<file path="config.mk">
export PLATFORM = sky130hd
export DESIGN_NAME = seri_yon_komut
export DESIGN_NICKNAME = d
export VERILOG_FILES = /design/src/rtl/seri_yon_komut_pkg.sv /design/src/rtl/seri_yon_komut_uart_alici.sv /design/src/rtl/seri_yon_komut.sv
export SDC_FILE = /design/constraint.sdc
export NUM_CORES = 1
export LEC_CHECK = 0
export BUFFER_PORTS_ARGS = -buffer_cell sky130_fd_sc_hd__buf_2
export CAP_MARGIN = 5
export CORE_MARGIN = 1
export CORE_UTILIZATION = 48
export CTS_CLUSTER_SIZE = 12
export DETAILED_ROUTE_END_ITERATION = 10
export HOLD_SLACK_MARGIN = 0.05
export PLACE_DENSITY = 0.68
export SLEW_MARGIN = 20
export SYNTH_ARGS = -nofsm -noshare
export SYNTH_HDL_FRONTEND = slang
export SYNTH_SLANG_ARGS = --single-unit
</file>
<file path="constraint.sdc">
create_clock -name saatDarbesi -period 2.51 [get_ports saatDarbesi]
set_input_delay 0.502 -clock saatDarbesi [delete_from_list [all_inputs] [get_ports saatDarbesi]]
set_output_delay 0.502 -clock saatDarbesi [all_outputs]
set_load 0.03 [all_outputs]
</file>
<file path="src/rtl/seri_yon_komut_pkg.sv">
// Shared constants for the serial direction front-end: direction codes,
// command bytes, receiver state encoding and the command decode helper.
package seri_paket;

   localparam logic [1:0] YON_DUR   = 2'b00;
   localparam logic [1:0] YON_ILERI = 2'b01;
   localparam logic [1:0] YON_GERI  = 2'b10;

   localparam logic [7:0] KMT_L_BUYUK = 8'h4C;
   localparam logic [7:0] KMT_L_KUCUK = 8'h6C;
   localparam logic [7:0] KMT_R_BUYUK = 8'h52;
   localparam logic [7:0] KMT_R_KUCUK = 8'h72;
   localparam logic [7:0] KMT_S_BUYUK = 8'h53;
   localparam logic [7:0] KMT_S_KUCUK = 8'h73;

   typedef enum logic [1:0] {
      BOSTA = 2'b00,
      BASLA = 2'b01,
      VERI  = 2'b10,
      DUR   = 2'b11
   } alici_durum_t;

   // Returns {recognised, direction}; unrecognised bytes keep direction at YON_DUR.
   function automatic logic [2:0] komut_coz(input logic [7:0] bayt);
      logic [2:0] sonuc;
      case (bayt)
         KMT_L_BUYUK, KMT_L_KUCUK: sonuc = {1'b1, YON_ILERI};
         KMT_R_BUYUK, KMT_R_KUCUK: sonuc = {1'b1, YON_GERI};
         KMT_S_BUYUK, KMT_S_KUCUK: sonuc = {1'b1, YON_DUR};
         default:                  sonuc = {1'b0, YON_DUR};
      endcase
      return sonuc;
   endfunction

endpackage

</file>
<file path="src/rtl/seri_yon_komut_uart_alici.sv">
// 8N1 UART receiver: two-flop synchroniser and a four-state receive FSM
// sampling mid-bit, with valid and framing-error pulses.
module uart_alici #(
   parameter int BIT_CYC = 10
) (
   input  logic       saatDarbesi,
   input  logic       rst,
   input  logic       rxGiris,
   output logic [7:0] bayt,
   output logic       baytGecerli,
   output logic       cerceveHata
);
   import seri_paket::*;

   localparam int SW = $clog2(BIT_CYC);
   localparam logic [SW-1:0] SAYAC_SIFIR = SW'(0);
   localparam logic [SW-1:0] SAYAC_BIR   = SW'(1);
   localparam logic [SW-1:0] YARIM_SON   = SW'(BIT_CYC / 2 - 1);
   localparam logic [SW-1:0] TAM_SON     = SW'(BIT_CYC - 1);

   logic          sync1_r, rx_s;
   alici_durum_t  durum_r, durum_n;
   logic [SW-1:0] sayac_r, sayac_n;
   logic [2:0]    bit_r, bit_n;
   logic [7:0]    kaydirici_r, kaydirici_n;
   logic          bekle_r, bekle_n;
   logic          gecerli_r, gecerli_n;
   logic          hata_r, hata_n;

   // Synchroniser and receiver state registers; idle-high line resets to 1.
   always_ff @(posedge saatDarbesi or negedge rst) begin
      if (!rst) begin
         sync1_r     <= 1'b1;
         rx_s        <= 1'b1;
         durum_r     <= BOSTA;
         sayac_r     <= SAYAC_SIFIR;
         bit_r       <= 3'd0;
         kaydirici_r <= 8'h00;
         bekle_r     <= 1'b0;
         gecerli_r   <= 1'b0;
         hata_r      <= 1'b0;
      end else begin
         sync1_r     <= rxGiris;
         rx_s        <= sync1_r;
         durum_r     <= durum_n;
         sayac_r     <= sayac_n;
         bit_r       <= bit_n;
         kaydirici_r <= kaydirici_n;
         bekle_r     <= bekle_n;
         gecerli_r   <= gecerli_n;
         hata_r      <= hata_n;
      end
   end

   // Next-state logic; bekle_r marks a broken stop bit waiting for the line to recover.
   always_comb begin
      durum_n     = durum_r;
      sayac_n     = sayac_r;
      bit_n       = bit_r;
      kaydirici_n = kaydirici_r;
      bekle_n     = bekle_r;
      gecerli_n   = 1'b0;
      hata_n      = 1'b0;
      case (durum_r)
         BOSTA: begin
            sayac_n = SAYAC_SIFIR;
            bekle_n = 1'b0;
            if (!rx_s) begin
               durum_n = BASLA;
               bit_n   = 3'd0;
            end else begin
               durum_n = BOSTA;
            end
         end
         BASLA: begin
            if (sayac_r == YARIM_SON) begin
               sayac_n = SAYAC_SIFIR;
               if (rx_s) durum_n = BOSTA;
               else      durum_n = VERI;
            end else begin
               sayac_n = sayac_r + SAYAC_BIR;
            end
         end
         VERI: begin
            if (sayac_r == TAM_SON) begin
               sayac_n     = SAYAC_SIFIR;
               kaydirici_n = {rx_s, kaydirici_r[7:1]};
               if (bit_r == 3'd7) durum_n = DUR;
               else               bit_n   = bit_r + 3'd1;
            end else begin
               sayac_n = sayac_r + SAYAC_BIR;
            end
         end
         DUR: begin
            if (bekle_r) begin
               if (rx_s) begin
                  durum_n = BOSTA;
                  bekle_n = 1'b0;
               end else begin
                  durum_n = DUR;
               end
            end else if (sayac_r == TAM_SON) begin
               sayac_n = SAYAC_SIFIR;
               if (rx_s) begin
                  gecerli_n = 1'b1;
                  durum_n   = BOSTA;
               end else begin
                  hata_n  = 1'b1;
                  bekle_n = 1'b1;
               end
            end else begin
               sayac_n = sayac_r + SAYAC_BIR;
            end
         end
         default: durum_n = BOSTA;
      endcase
   end

   assign bayt        = kaydirici_r;
   assign baytGecerli = gecerli_r;
   assign cerceveHata = hata_r;

endmodule

</file>
<file path="src/rtl/seri_yon_komut.sv">
// Serial motion-command front-end: UART receiver, command decoder and direction
// register. Optional idle auto-stop is enabled with SERI_ZAMAN_ASIMI_EN.
module seri_yon_komut #(
   parameter int SAAT_HZ         = 50_000_000,
   parameter int BAUD            = 9600,
   parameter int ZAMAN_ASIMI_CYC = 100_000_000
) (
   input  logic       saatDarbesi,
   input  logic       rst,
   input  logic       rxGiris,
   output logic [1:0] yonCikis,
   output logic       komutGecerli,
   output logic       hataBayragi,
   output logic       zamanAsimi
);
   import seri_paket::*;

   localparam int BIT_CYC = SAAT_HZ / BAUD;

   if (BIT_CYC < 4 || ZAMAN_ASIMI_CYC < 1) begin : g_parametre_hatasi
      $error("seri_yon_komut: BIT_CYC must be >= 4 and ZAMAN_ASIMI_CYC >= 1");
   end

   logic [7:0] bayt_s;
   logic       bayt_gecerli_s, cerceve_hata_s;
   logic [2:0] coz_s;
   logic       tanindi_s, za_tetik_s;
   logic [1:0] yon_r;
   logic       komut_r, hata_r, za_r;

   uart_alici #(.BIT_CYC(BIT_CYC)) u_alici (
      .saatDarbesi (saatDarbesi),
      .rst         (rst),
      .rxGiris     (rxGiris),
      .bayt        (bayt_s),
      .baytGecerli (bayt_gecerli_s),
      .cerceveHata (cerceve_hata_s)
   );

   assign coz_s     = komut_coz(bayt_s);
   assign tanindi_s = bayt_gecerli_s & coz_s[2];

`ifdef SERI_ZAMAN_ASIMI_EN
   localparam logic [31:0] ZA_SON = 32'(ZAMAN_ASIMI_CYC - 1);
   logic [31:0] bos_sayac_r;

   // A command arriving in the same cycle (or just accepted) always beats the timeout.
   assign za_tetik_s = (bos_sayac_r == ZA_SON) & ~komut_r & ~tanindi_s & (yon_r != YON_DUR);

   // Idle counter: cleared by each accepted command, saturates at the timeout point.
   always_ff @(posedge saatDarbesi or negedge rst) begin
      if (!rst)                      bos_sayac_r <= 32'd0;
      else if (komut_r)              bos_sayac_r <= 32'd0;
      else if (bos_sayac_r != ZA_SON) bos_sayac_r <= bos_sayac_r + 32'd1;
      else                           bos_sayac_r <= bos_sayac_r;
   end
`else
   assign za_tetik_s = 1'b0;
`endif

   // Direction register and response pulses.
   always_ff @(posedge saatDarbesi or negedge rst) begin
      if (!rst) begin
         yon_r   <= YON_DUR;
         komut_r <= 1'b0;
         hata_r  <= 1'b0;
         za_r    <= 1'b0;
      end else begin
         komut_r <= tanindi_s;
         hata_r  <= bayt_gecerli_s & ~coz_s[2];
         za_r    <= za_tetik_s;
         if (tanindi_s)       yon_r <= coz_s[1:0];
         else if (za_tetik_s) yon_r <= YON_DUR;
         else                 yon_r <= yon_r;
      end
   end

   assign yonCikis     = yon_r;
   assign komutGecerli = komut_r;
   assign hataBayragi  = hata_r | cerceve_hata_s;
   assign zamanAsimi   = za_r;

endmodule

</file>
=== Word-level counts from Yosys, hierarchy flattened ===
Index checks and enable logic that the tools add are counted.

* $add $sub $neg: 2
* Equality and inequality tests: 20
* Multiplexer cells: 29
* Bitwise operators: 4
* Reductions and logical operators: 9

{| class="wikitable"
|+ Operators with widths
! operator !! number
|-
| $pmux W13 S4 || 1
|-
| $eq A8 B7 Y1 const B || 6
|-
| $mux W13 || 3
|-
| $mux W2 || 8
|-
| $add A13 B1 Y13 const B || 1
|-
| $eq A13 B12 Y1 const B || 1
|-
| $eq A13 B13 Y1 const B || 1
|-
| $mux W1 || 10
|-
| $mux W3 || 3
|-
| $pmux W3 S3 || 1
|-
| $pmux W2 S4 || 1
|-
| $ne A2 B1 Y1 const B || 3
|-
| $ne A2 B2 Y1 const B || 3
|-
| $ne A3 B1 Y1 const B || 2
|-
| $pmux W3 S2 || 1
|-
| $reduce_or A2 Y1 || 3
|-
| $reduce_and A5 Y1 || 1
|-
| $eq A2 B2 Y1 const B || 2
|-
| $reduce_and A4 Y1 || 1
|-
| $reduce_bool A2 Y1 || 2
|-
| $add A3 B1 Y3 const B || 1
|-
| $eq A3 B3 Y1 const B || 1
|-
| $and A1 B1 Y1 || 2
|-
| $eq A2 B1 Y1 const B || 1
|-
| 5 further kinds || 5
|}

* Bits in registers: 35
* Input port bits: 3
* Output and inout bits: 5
* Word-level logic and storage cells: 76

=== Logic depth before layout (Yosys ltp) ===
Gate-level depths: netlist of the first run.

* Depth in word-level cells: 5
* Gate-level depth with buffers: 8
* Mapped depth without buffers: 7

=== By module ===
A second synthesis of the first run with hierarchy kept.

* Cell total of the unflattened synthesis: 179
* Area, all modules: 1929.4 µm²

{| class="wikitable"
|+ Modules (own cells, without submodules)
! module !! times used !! cells each !! area an instance (µm²) !! sequential area each (µm²)
|-
| uart_alici || 1 || 161 || 1726.7 || 778.2
|-
| seri_yon_komut || 1 || 18 || 202.7 || 100.1
|}

=== Worst setup path before layout of the first run ===
OpenSTA, ideal clock, no wires.

* Path kind: register to register
* Start: reg u_alici.sayac_r[0]
* End: reg u_alici.durum_r[0]
* Setup time: 0.127 ns
* Arrival: 1.833 ns
* Data required time: 2.383 ns
* Slack: 0.549 ns
* Stages on the path, launching flop included: 6
* Path buffers: 0
* Period minus slack after synthesis: 1.961 ns
* Cell sequence: dfrtp_1 -> ha_1 -> or4b_4 -> o31ai_4 -> o221a_2 -> mux2_1

* Word-level cells in the longest chain between the ends: 3
* Elaborated cells between the ends (all ways): 6
* Classes of those cells: 5 x eq/ne; 1 x reduce/logical

{| class="wikitable"
|+ RTL lines
! item !! RTL line !! text
|-
| from (decl) || seri_yon_komut_uart_alici.sv:23 || <nowiki>logic [SW-1:0] sayac_r, sayac_n;</nowiki>
|-
| from (signal assigned) || seri_yon_komut_uart_alici.sv:46 || <nowiki>sayac_r <= sayac_n;</nowiki>
|-
| $eq A13 B13 Y1 / $eq A13 B12 Y1 (equally long branches) || seri_yon_komut_uart_alici.sv:85, seri_yon_komut_uart_alici.sv:102, seri_yon_komut_uart_alici.sv:76 ||
|-
| $ne A3 B1 Y1 (no line) / $ne A2 B1 Y1 (equally long branches) || n/a ||
|-
| $reduce_and A5 Y1 (no line) * || n/a ||
|-
| to (signal assigned) || seri_yon_komut_uart_alici.sv:45 || <nowiki>durum_r <= durum_n;</nowiki>
|-
| to (decl) || seri_yon_komut_uart_alici.sv:22 || <nowiki>alici_durum_t durum_r, durum_n;</nowiki>
|}

Mark *: on every way between the ends. The rest lies on a longest branch, timed or not.
A chain may end at the register's enable or synchronous reset.

=== Final worst setup path of the first run ===
* Start: reg u_alici.durum_r[0]
* End: reg u_alici.sayac_r[10]

* Word-level cells in the longest chain between the ends: 2
* Elaborated cells between the ends (all ways): 6
* Classes of those cells: 4 x eq/ne; 1 x mux; 1 x reduce/logical

{| class="wikitable"
|+ RTL lines
! item !! RTL line !! text
|-
| $eq A2 B2 Y1 (tied with other cells) || seri_yon_komut_uart_alici.sv:64 || <nowiki>case (durum_r)</nowiki>
|-
| $pmux W13 S4 / $ne A2 B2 Y1 (equally long branches) || n/a ||
|}

Several ways; a longest one is shown, not always the timed one.

==> impl_results.md, run 1 <==
- Psw: between 200 and 250 uW
- Cts hold-fix bufs: 0
- Synth area leaders: dfrtp_1, ha_1, mux2_2
- Synth Warn #: 0
- Port buffer count: 6
- Detailed Place HPWL: about 2600 um
- Simple-Gate Fraction of Synth Area: 20.7%
- Clk sinks: 35
- Initial Utilization: approximately 50%
- Top-count cell post-synth: dfrtp_1
- Synth-to-layout area growth: 9.88%
- FMAX: between 400 and 500 MHz
- CP endpoint kind: register
- Post-synthesis xor/xnor area fraction: 0%
- H-tree level count: 2
- Worst-margin pin slew: just over 800 ps
- 1st-pass router iterations: 4
- RSZ-0062 raised after global routing: no
- Slew margin rel.: between 40% and 50%
- Synthesized area: around 1900 um^2
- Cells on worst reg2reg path: 7
- Diodes inserted: 0
- Global Route Usage Sum: 20.3%
- Via count: approximately 1.4k
- Worst VDD drop: 319 uV
- Initial drt markers: 29
- Primary FF master, synth: dfrtp_1
- Post-Synth Adder-Cell Area: ~6.0%
- Clk_lat worst skew: 290 ps
- Net Count, Synth: ~200
- Core area: 3690 um^2
- Cell row count: 22
- Lkg Pwr: between 0.9 and 1 nW
- First-pass GRT wire length: about 6300 um
- Worst path arrival time: around 2500 ps
- IO Pins: 8
- Drt via density: around 6
- Final hold vios: 0
- Die ar.: slightly above 4000 um^2
- Final setup violation count: 0
- Die height: 64.3 um
- Clock Skews: between 5 and 6 ps
- Buf/Inv on CP: 1
- Avg Cell Area, Syn: roughly 10 um^2
- Synth Area in Compound Gates: ~15%
- Worst path depth: 7
- CTS tree: done
- Post-cts gate resize count: 0
- Minimum clock period: approximately 2300 ps
- Routability cong.: roughly 0.84
- Vias in the first global route: 1418
- WL/cell: about 15 um
- Total grt overflow: 0
- Critical path type: register to register
- Sequential Power Share: between 50% and 60%
- Distinct cells, synth: 42
- CP cell instances: inv_1, ha_1, nor2_1, a41o_1, a21oi_1, o21ai_0, a31oi_1
- Clock power share: between 40% and 50%
- Status: finished, final reports clean
- Critical Path RT: 2720 ps
- Worst path top cell family by delay: compound AO/OA/AOI/OAI gates
- Max stage delay cell, worst path: a21oi_1
- Min-delay worst type: primary input to async pin
- Asr flop ratio synth: between 90% and 100%
- Synth Instances: 183
- Max_cap viols: 0
- Fin nets: 203
- Number of synthesized flops with an enable pin: 0
- CTS Root Cell: clkbuf_8
- Final period util: between 90% and 100%
- Total CTS buffers: 5
- Routed WL: between 3000 and 4000 um
- Comb power frac: under 10%
- Share of layout cells above drive strength 1: between 10% and 20%
- Commonest cells post-synth: dfrtp_1, nand2_1, o21ai_0, nor2_1, a21oi_1
- Setup Buffers After CTS: 0
- Largest stage delay, worst path: roughly 680 ps
- FF+latch count, synth: 35
- Reg clk slew, reported paths: approximately 70 ps
- Die Wd: between 60 and 70 um
- Largest area contributor in the netlist: dfrtp_1
- Pwr per Cell Area: between 500 and 600 nW/um^2
- Register area share after synthesis: a little under half
- Initial antenna violation count: 0
- Largest net degree at the start of global routing: 36
- CTS Buffer Depth: 2
- Switch share: 19.1%
- Hold_ws: between 200 and 300 ps
- Slew Viols, Final: 0
- Setup_tns: 0 ps
- Mux share of post-synthesis cell area: around 7.6%
- Detail Route Antenna Nets: 0
- Power Internal: about 890 uW
- CP Launch Type: register
- Worst-path maximum fanout: 11
- Area share of the largest cell type after synthesis: between 40% and 50%
- Largest family of logic cells by synthesized area: simple AND/OR/NAND/NOR gates
- DRC viols: 0
==> logic make-up after synthesis <==
logic type / Yosys count
fa+ha+maj: 9
simple gates: 70
compound gates: 42
mux: 13
flops: 35
buf+inv: 13
other cells: 1
==> flip-flops by register name, summed over array words and instances (netlist names), 2 cells and up <==
register and count:
u_alici.bit_r 3, yonCikis 2, u_alici.bayt 8, u_alici.sayac_r 13, u_alici.durum_r 2
==> metal layers <==
metal	vias up	track usage, %	part of all wire (%)
met1	721	22.5	43
met3	13	5.54	4.1
met2	38	35.1	50
met5	-	0	0
li1	676	-	-
met4	0	10.8	2.9
==> layout make-up <==
type	count	area, um^2
Fill cell	327	1640
Multi-Input combinational cell	135	918
Sequential cell	35	878
Clock buffer	6	82.6
Tap cell	48	60.1
Timing Repair Buffer	9	52.6
Clock inverter	2	35.0
Inverter	5	18.8
==> path summary, 6_finish.rpt <==
check / slack (ps) / endpoint / startpoint
setup / recovery: 240 / u_alici.sayac_r[10] / u_alici.durum_r[0]
hold / removal: 280 / u_alici.sayac_r[4] / rst
setup reg to reg: 240 / u_alici.sayac_r[10] / u_alici.durum_r[0]
hold reg to reg: 360 / u_alici.rx_s / u_alici.sync1_r
max in group asynchronous: 1750 / u_alici.baytGecerli / rst
min in group saatDarbesi: 310 / u_alici.sync1_r / rxGiris
==> stage by stage <==
step	total power, mW	area [um^2]	instances	utilization, %	worst slack (ps)
4_1_cts	1.12	2050	240	55.5	295
6_report	1.10	2050	240	55.5	242
3_5_place_dp	0.596	1930	232	52.3	293
2_1_floorplan	0.583	1860	183	-	549
5_1_grt	1.15	2050	240	55.5	41.6
3_3_place_gp	0.595	1930	232	52.3	422
==> placed cells by master, fill, tap and decap left out, types with 3 or more instances in the layout <==
master	count
nor2_1	12
buf_4	3
nand4_1	6
mux2_2	8
ha_1	9
mux2i_1	4
nand2_1	20
dfrtp_1	33
o21ai_0	14
and2_1	3
nand3_1	8
buf_2	6
clkbuf_8	6
and3_1	3
inv_1	5
or2_2	3
a22oi_1	3
a31oi_1	7
a21oi_1	10
==> power groups by stage <==
stage               clock network, mW  registers [mW]  logic [mW]
finish                          0.516           0.568      0.0162
global route                    0.560           0.568      0.0196
CTS                             0.532           0.568      0.0172
detailed placement                  0           0.578      0.0172
global placement                    0           0.578      0.0162
floorplan                           0           0.578     0.00518
Power figures use the tool's default switching activity.
==> run 2: changes to the inputs <==
- CORE_UTILIZATION: 48 -> 60
- PLACE_DENSITY: 0.68 -> 0.81
==> impl_results.md, run 2 (same netlist as run 1, synthesis figures left out) <==
- Failing checks: design-rule violations
- Minimum clock period: 2200 ps (-66.3 ps)
- Switch share: 19.2% (+0.083 points)
- Final setup violation count: 0 (unchanged)
- CP Launch Type: register
- Max_cap viols: 0 (unchanged)
- Post-cts gate resize count: 0 (unchanged)
- Worst path top cell family by delay: compound AO/OA/AOI/OAI gates
- Clock Skews: 12.0 ps (+6.29 ps)
- Port buffer count: 6 (unchanged)
- WL/cell: 15.8 um (+5.0%)
- Synth-to-layout area growth: 8.47%
- Die Wd: 57.7 um (-10%)
- Core area: 2850 um^2 (-23%)
- Via count: 1437 (-0.76%)
- Detailed Place HPWL: 2520 um (-1.6%)
- CTS tree: done
- Cell Area, Placed: 1910 um^2 (-0.71%)
- RSZ-0062 raised after global routing: no
- Critical path type: register to register
- Die height: 57.7 um (-10%)
- Biggest register: u_alici.sayac_r
- Most frequent cells in the layout: dfrtp_1, nand2_1, o21ai_0, nor2_1, a21oi_1
- Initial antenna violation count: 0 (unchanged)
- Routability cong.: 0.911 (+8.6%)
- Initial Utilization: 65.3% (+15 points)
- Setup_tns: 0 ps (unchanged)
- Status: finished with violations
- First-pass GRT wire length: 6310 um (-0.11%)
- CTS Root Cell: clkbuf_4
- Psw: 208 uW (-0.79%)
- Lkg Pwr: 0.942 nW (-0.59%)
- Detail Route Antenna Nets: 0 (unchanged)
- Min-delay worst type: primary input to async pin
- Largest stage delay, worst path: 590 ps (-90 ps)
- Reg clk slew, reported paths: 120 ps (+50 ps)
- Initial drt markers: 103 (+260%)
- Setup slack, reg-to-reg: 310 ps (+70 ps)
- 1st-pass router iterations: 8 (+4)
- Worst-path maximum fanout: 11 (unchanged)
- Power Internal: 878 uW (-1.3%)
- CP cell instances: inv_1, ha_1, nor2_1, a41o_1, a21oi_1, o21ai_0, a31oi_1
- Largest net degree at the start of global routing: 36 (unchanged)
- Diodes inserted: 0 (unchanged)
- Post-Layout Inst Area: 2020 um^2 (-1.3%)
- Clk sinks: 35 (unchanged)
- Buf/Inv on CP: 1 (unchanged)
- CP endpoint kind: register
- Critical Path RT: 2780 ps (+60 ps)
- Max stage delay cell, worst path: a21oi_1
- Worst-margin pin slew: 757 ps (-69.4 ps)
- Comb power frac: 1.5% (about the same)
- Routed WL: 3540 um (-2.0%)
- Setup Buffers After CTS: 0 (unchanged)
- Final hold vios: 0 (unchanged)
- Die ar.: 3330 um^2 (-19%)
- Fin nets: 204 (+0.49%)
- Worst path arrival time: 2470 ps (about the same)
- Vias in the first global route: 1415 (-0.21%)
- Commonest non-fill, non-tap cell in the layout: dfrtp_1
- Worst VDD drop: 348 uV (+9.2%)
- Filler cells: 213 (-35%)
- Drt via density: 6.42 (+6.3%)
- Total grt overflow: 0 (unchanged)
- IO Pins: 8 (unchanged)
- Cell row count: 19 (-14%)
- Final period util: 87.7% (-2.6 points)
- Total CTS buffers: 5 (unchanged)
- Cts hold-fix bufs: 0 (unchanged)
- Clk_lat worst skew: 340 ps (+50 ps)
- CTS Buffer Depth: 2 (unchanged)
- DRC viols: 2 (+2)
- Largest register FFs: 13 (unchanged)
- Share of layout cells above drive strength 1: 19.2% (+0.42 points)
- H-tree level count: 2 (unchanged)
- Sequential Power Share: 52.3% (+0.7 points)
- Slew Viols, Final: 0 (unchanged)
- Global Route Usage Sum: 25.0% (+4.7 points)
- Clock power share: 46.3% (-0.6 points)
- FMAX: 454 MHz (+3.0%)
- Pwr per Cell Area: 538 nW/um^2 (about the same)
- Slew margin rel.: 49.5% (+4.6 points)
[run 2: changes by cell type in the layout (fill, tap and decap cells not counted), sizes merged]
cell	previous run	this run
clkinvlp	0	1
buf	9	10
clkbuf	6	5
bufinv	1	2
clkinv	1	0
[run 2: worst paths after layout]
path                                         start                  end  depth (start not counted)
max in group asynchronous                      rst   u_alici.sayac_r[5]                          1
worst max register to register  u_alici.durum_r[0]  u_alici.sayac_r[11]                          7
worst max-delay path            u_alici.durum_r[0]  u_alici.sayac_r[11]                          7
worst min-delay path                           rst          yonCikis[0]                          1
min in group saatDarbesi                   rxGiris      u_alici.sync1_r                          1
worst min register to register     u_alici.sync1_r         u_alici.rx_s                          0
[run 2: per-stage QoR]
| stage | power [mW] | setup WS [ps] | util [%] | hold slack [ps] | std cells |
|---|---|---|---|---|---|
| 3_3_place_gp | 0.595 | 453 | 67.1 | 347 | 216 |
| 4_1_cts | 1.10 | 331 | 70.8 | 231 | 224 |
| 3_5_place_dp | 0.595 | 327 | 67.1 | 348 | 216 |
| 2_1_floorplan | 0.583 | 549 | - | 206 | 183 |
| 6_report | 1.09 | 308 | 70.8 | 215 | 224 |
| 5_1_grt | 1.12 | 17.5 | 70.8 | 221 | 224 |
[run 2: layout make-up]
| cell class | instances | area, um^2 | area share, % |
|---|---|---|---|
| multi-input combinational | 135 | 918 | 45.5 |
| sequential | 35 | 878 | 43.5 |
| clock inverter | 3 | 67.6 | 3.35 |
| timing repair buffer | 10 | 60.1 | 2.97 |
| tap | 31 | 38.8 | 1.92 |
| clock buffer | 5 | 37.5 | 1.86 |
| inverter | 5 | 18.8 | 0.929 |
[run 2: power groups by stage]
| stage | registers [mW] | logic (mW) | clock network (mW) |
|---|---|---|---|
| finish | 0.568 | 0.0159 | 0.503 |
| global route | 0.568 | 0.0189 | 0.534 |
| CTS | 0.568 | 0.0165 | 0.512 |
| detailed placement | 0.578 | 0.0165 | 0 |
| global placement | 0.578 | 0.0162 | 0 |
| floorplan | 0.578 | 0.00518 | 0 |
[run 2: worst register-to-register path, stage by stage, from the launching register on]
cell     delay [ps]
dfrtp_1         430
inv_1           130
ha_1            250
nor2_1           60
a41o_1          240
a21oi_1         590
o21ai_0         220
a31oi_1         210
[run 2: per-layer routing]
metal	GRT usage [%]	up-vias	share of wire, %
met1	30.3	665	42
met2	41.2	78	48
met5	0	-	0
met4	10.5	0	3.0
met3	8.26	18	6.9
li1	-	676	-
==> run 3: changes to the inputs <==
- clock period: 2.51 -> 2.4 ns (I/O delays scaled with it)
==> impl_results.md, run 3 (same netlist as run 1, synthesis figures left out) <==
- Status: finished with violations
- Failing checks: design-rule violations
- Worst path top cell family by delay: compound AO/OA/AOI/OAI gates
- CP endpoint kind: register
- Reg clk slew, reported paths: 110 ps (about the same)
- Initial antenna violation count: 0 (unchanged)
- Core area: 2850 um^2 (unchanged)
- Max stage delay cell, worst path: or4b_4
- H-tree level count: 2 (unchanged)
- Largest stage delay, worst path: 480 ps (-110 ps)
- Biggest register: u_alici.sayac_r
- Die ar.: 3330 um^2 (unchanged)
- Minimum clock period: 2120 ps (-80.5 ps)
- Min-delay worst type: primary input to async pin
- Lkg Pwr: 0.943 nW (+0.13%)
- Most frequent cells in the layout: dfrtp_1, nand2_1, o21ai_0, nor2_1
- Via count: 1396 (-2.9%)
- Cell row count: 19 (unchanged)
- Buf/Inv on CP: 0 (-1)
- Commonest non-fill, non-tap cell in the layout: dfrtp_1
- DRC viols: 2 (unchanged)
- Detail Route Antenna Nets: 0 (unchanged)
- Largest register FFs: 13 (unchanged)
- Port buffer count: 6 (unchanged)
- IO Pins: 8 (unchanged)
- Setup_tns: 0 ps (unchanged)
- Detailed Place HPWL: 2540 um (+0.69%)
- Clk_lat worst skew: 340 ps (about the same)
- CP cell instances: ha_1, or4b_4, o31ai_4, o221a_2, mux2_1
- Die height: 57.7 um (unchanged)
- FMAX: 471 MHz (+3.8%)
- Global Route Usage Sum: 23.9% (-1.1 points)
- Worst-margin pin slew: 736 ps (-21.0 ps)
- Initial drt markers: 65 (-37%)
- Slew Viols, Final: 0 (unchanged)
- Worst VDD drop: 369 uV (+6.2%)
- Critical path type: register to register
- Final hold vios: 0 (unchanged)
- Fin nets: 204 (unchanged)
- Max_cap viols: 0 (unchanged)
- First-pass GRT wire length: 6150 um (-2.6%)
- CTS Root Cell: clkbuf_4
- Total CTS buffers: 5 (unchanged)
- Share of layout cells above drive strength 1: 19.7% (+0.52 points)
- Diodes inserted: 0 (unchanged)
- Routability cong.: 0.908 (-0.27%)
- WL/cell: 15.7 um (-0.82%)
- Pwr per Cell Area: 560 nW/um^2 (+4.2%)
- Drt via density: 6.23 (-2.9%)
- Slew margin rel.: 50.9% (+1.4 points)
- Die Wd: 57.7 um (unchanged)
- Worst-path maximum fanout: 4 (-7)
- Final period util: 88.4% (+0.67 points)
- CTS Buffer Depth: 2 (unchanged)
- Vias in the first global route: 1401 (-0.99%)
- Synth-to-layout area growth: 8.67%
- Worst path arrival time: 2340 ps (-130 ps)
- Clk sinks: 35 (unchanged)
- Largest net degree at the start of global routing: 36 (unchanged)
- Final setup violation count: 0 (unchanged)
- Initial Utilization: 65.3% (unchanged)
- Power, Total: 1.13 mW (+4.4%)
- Critical Path RT: 2620 ps (-160 ps)
- RSZ-0062 raised after global routing: no
- Total grt overflow: 0 (unchanged)
- CTS tree: done
- Routed WL: 3510 um (-0.82%)
- CP Launch Type: register
- Clock Skews: 12.8 ps (+0.753 ps)
- 1st-pass router iterations: 7 (-1)
-- run 3: cell counts in the layout (fill, tap and decap cells not counted) --
Identical to the previous run, type by type.
-- run 3: worst paths after layout --
path,depth (start not counted),slack [ps],start,end
min reg2reg,0,360,u_alici.sync1_r,u_alici.rx_s
min,1,190,rst,yonCikis[0]
max reg2reg,5,280,u_alici.sayac_r[0],u_alici.durum_r[0]
min in group saatDarbesi,1,240,rxGiris,u_alici.sync1_r
max in group asynchronous,1,1740,rst,u_alici.sayac_r[5]
max,5,280,u_alici.sayac_r[0],u_alici.durum_r[0]
-- run 3: final cells by class --
class                      count  area [um^2]
multi-input combinational    135          922
inverter                       5         18.8
timing repair buffer          10         60.1
clock buffer                   5         37.5
tap                           31         38.8
clock inverter                 3         67.6
sequential                    35          878
fill                         214          830
-- run 3: report_power, final --
| group | switching [mW] | leakage, nW | total, mW | internal, mW |
|---|---|---|---|---|
| clock network | 0.200 | 0.0514 | 0.524 | 0.324 |
| registers | 0.00102 | 0.467 | 0.594 | 0.593 |
| logic | 0.0144 | 0.424 | 0.0165 | 0.00210 |
-- run 3: worst register-to-register path, cell delays in order, from the launching register on --
cell and delay [ps]:
dfrtp_1 400, ha_1 190, or4b_4 480, o31ai_4 320, o221a_2 280, mux2_1 330
-- run 3: per-layer routing --
layer	share of wire (%)	global-route usage [%]	routed length (um)
met5	0	0	0
met4	2.8	11.9	97
met3	2.6	4.46	90
met2	51	41.2	1780
met1	44	28.8	1540
-- run 3: repair_timing --
| item | in CTS | in global routing |
|---|---|---|
| hold endpoints to repair | 0 | 0 |
| hold buffers | 0 | 0 |
| resized for setup | 0 | 1 |
| endpoints found under the setup margin | 0 | 3 |
| buffers inserted | 0 | 0 |
-- run 3: metrics by stage --
stage,setup slack [ps],instance area (um^2),hold slack [ps],utilization (%),cells
2_1_floorplan,439,1860,184,-,183
3_3_place_gp,344,1910,347,67.1,216
3_5_place_dp,168,1910,347,67.1,216
4_1_cts,157,2020,209,70.8,224
5_1_grt,189,2020,212,70.9,224
6_report,279,2020,189,70.9,224
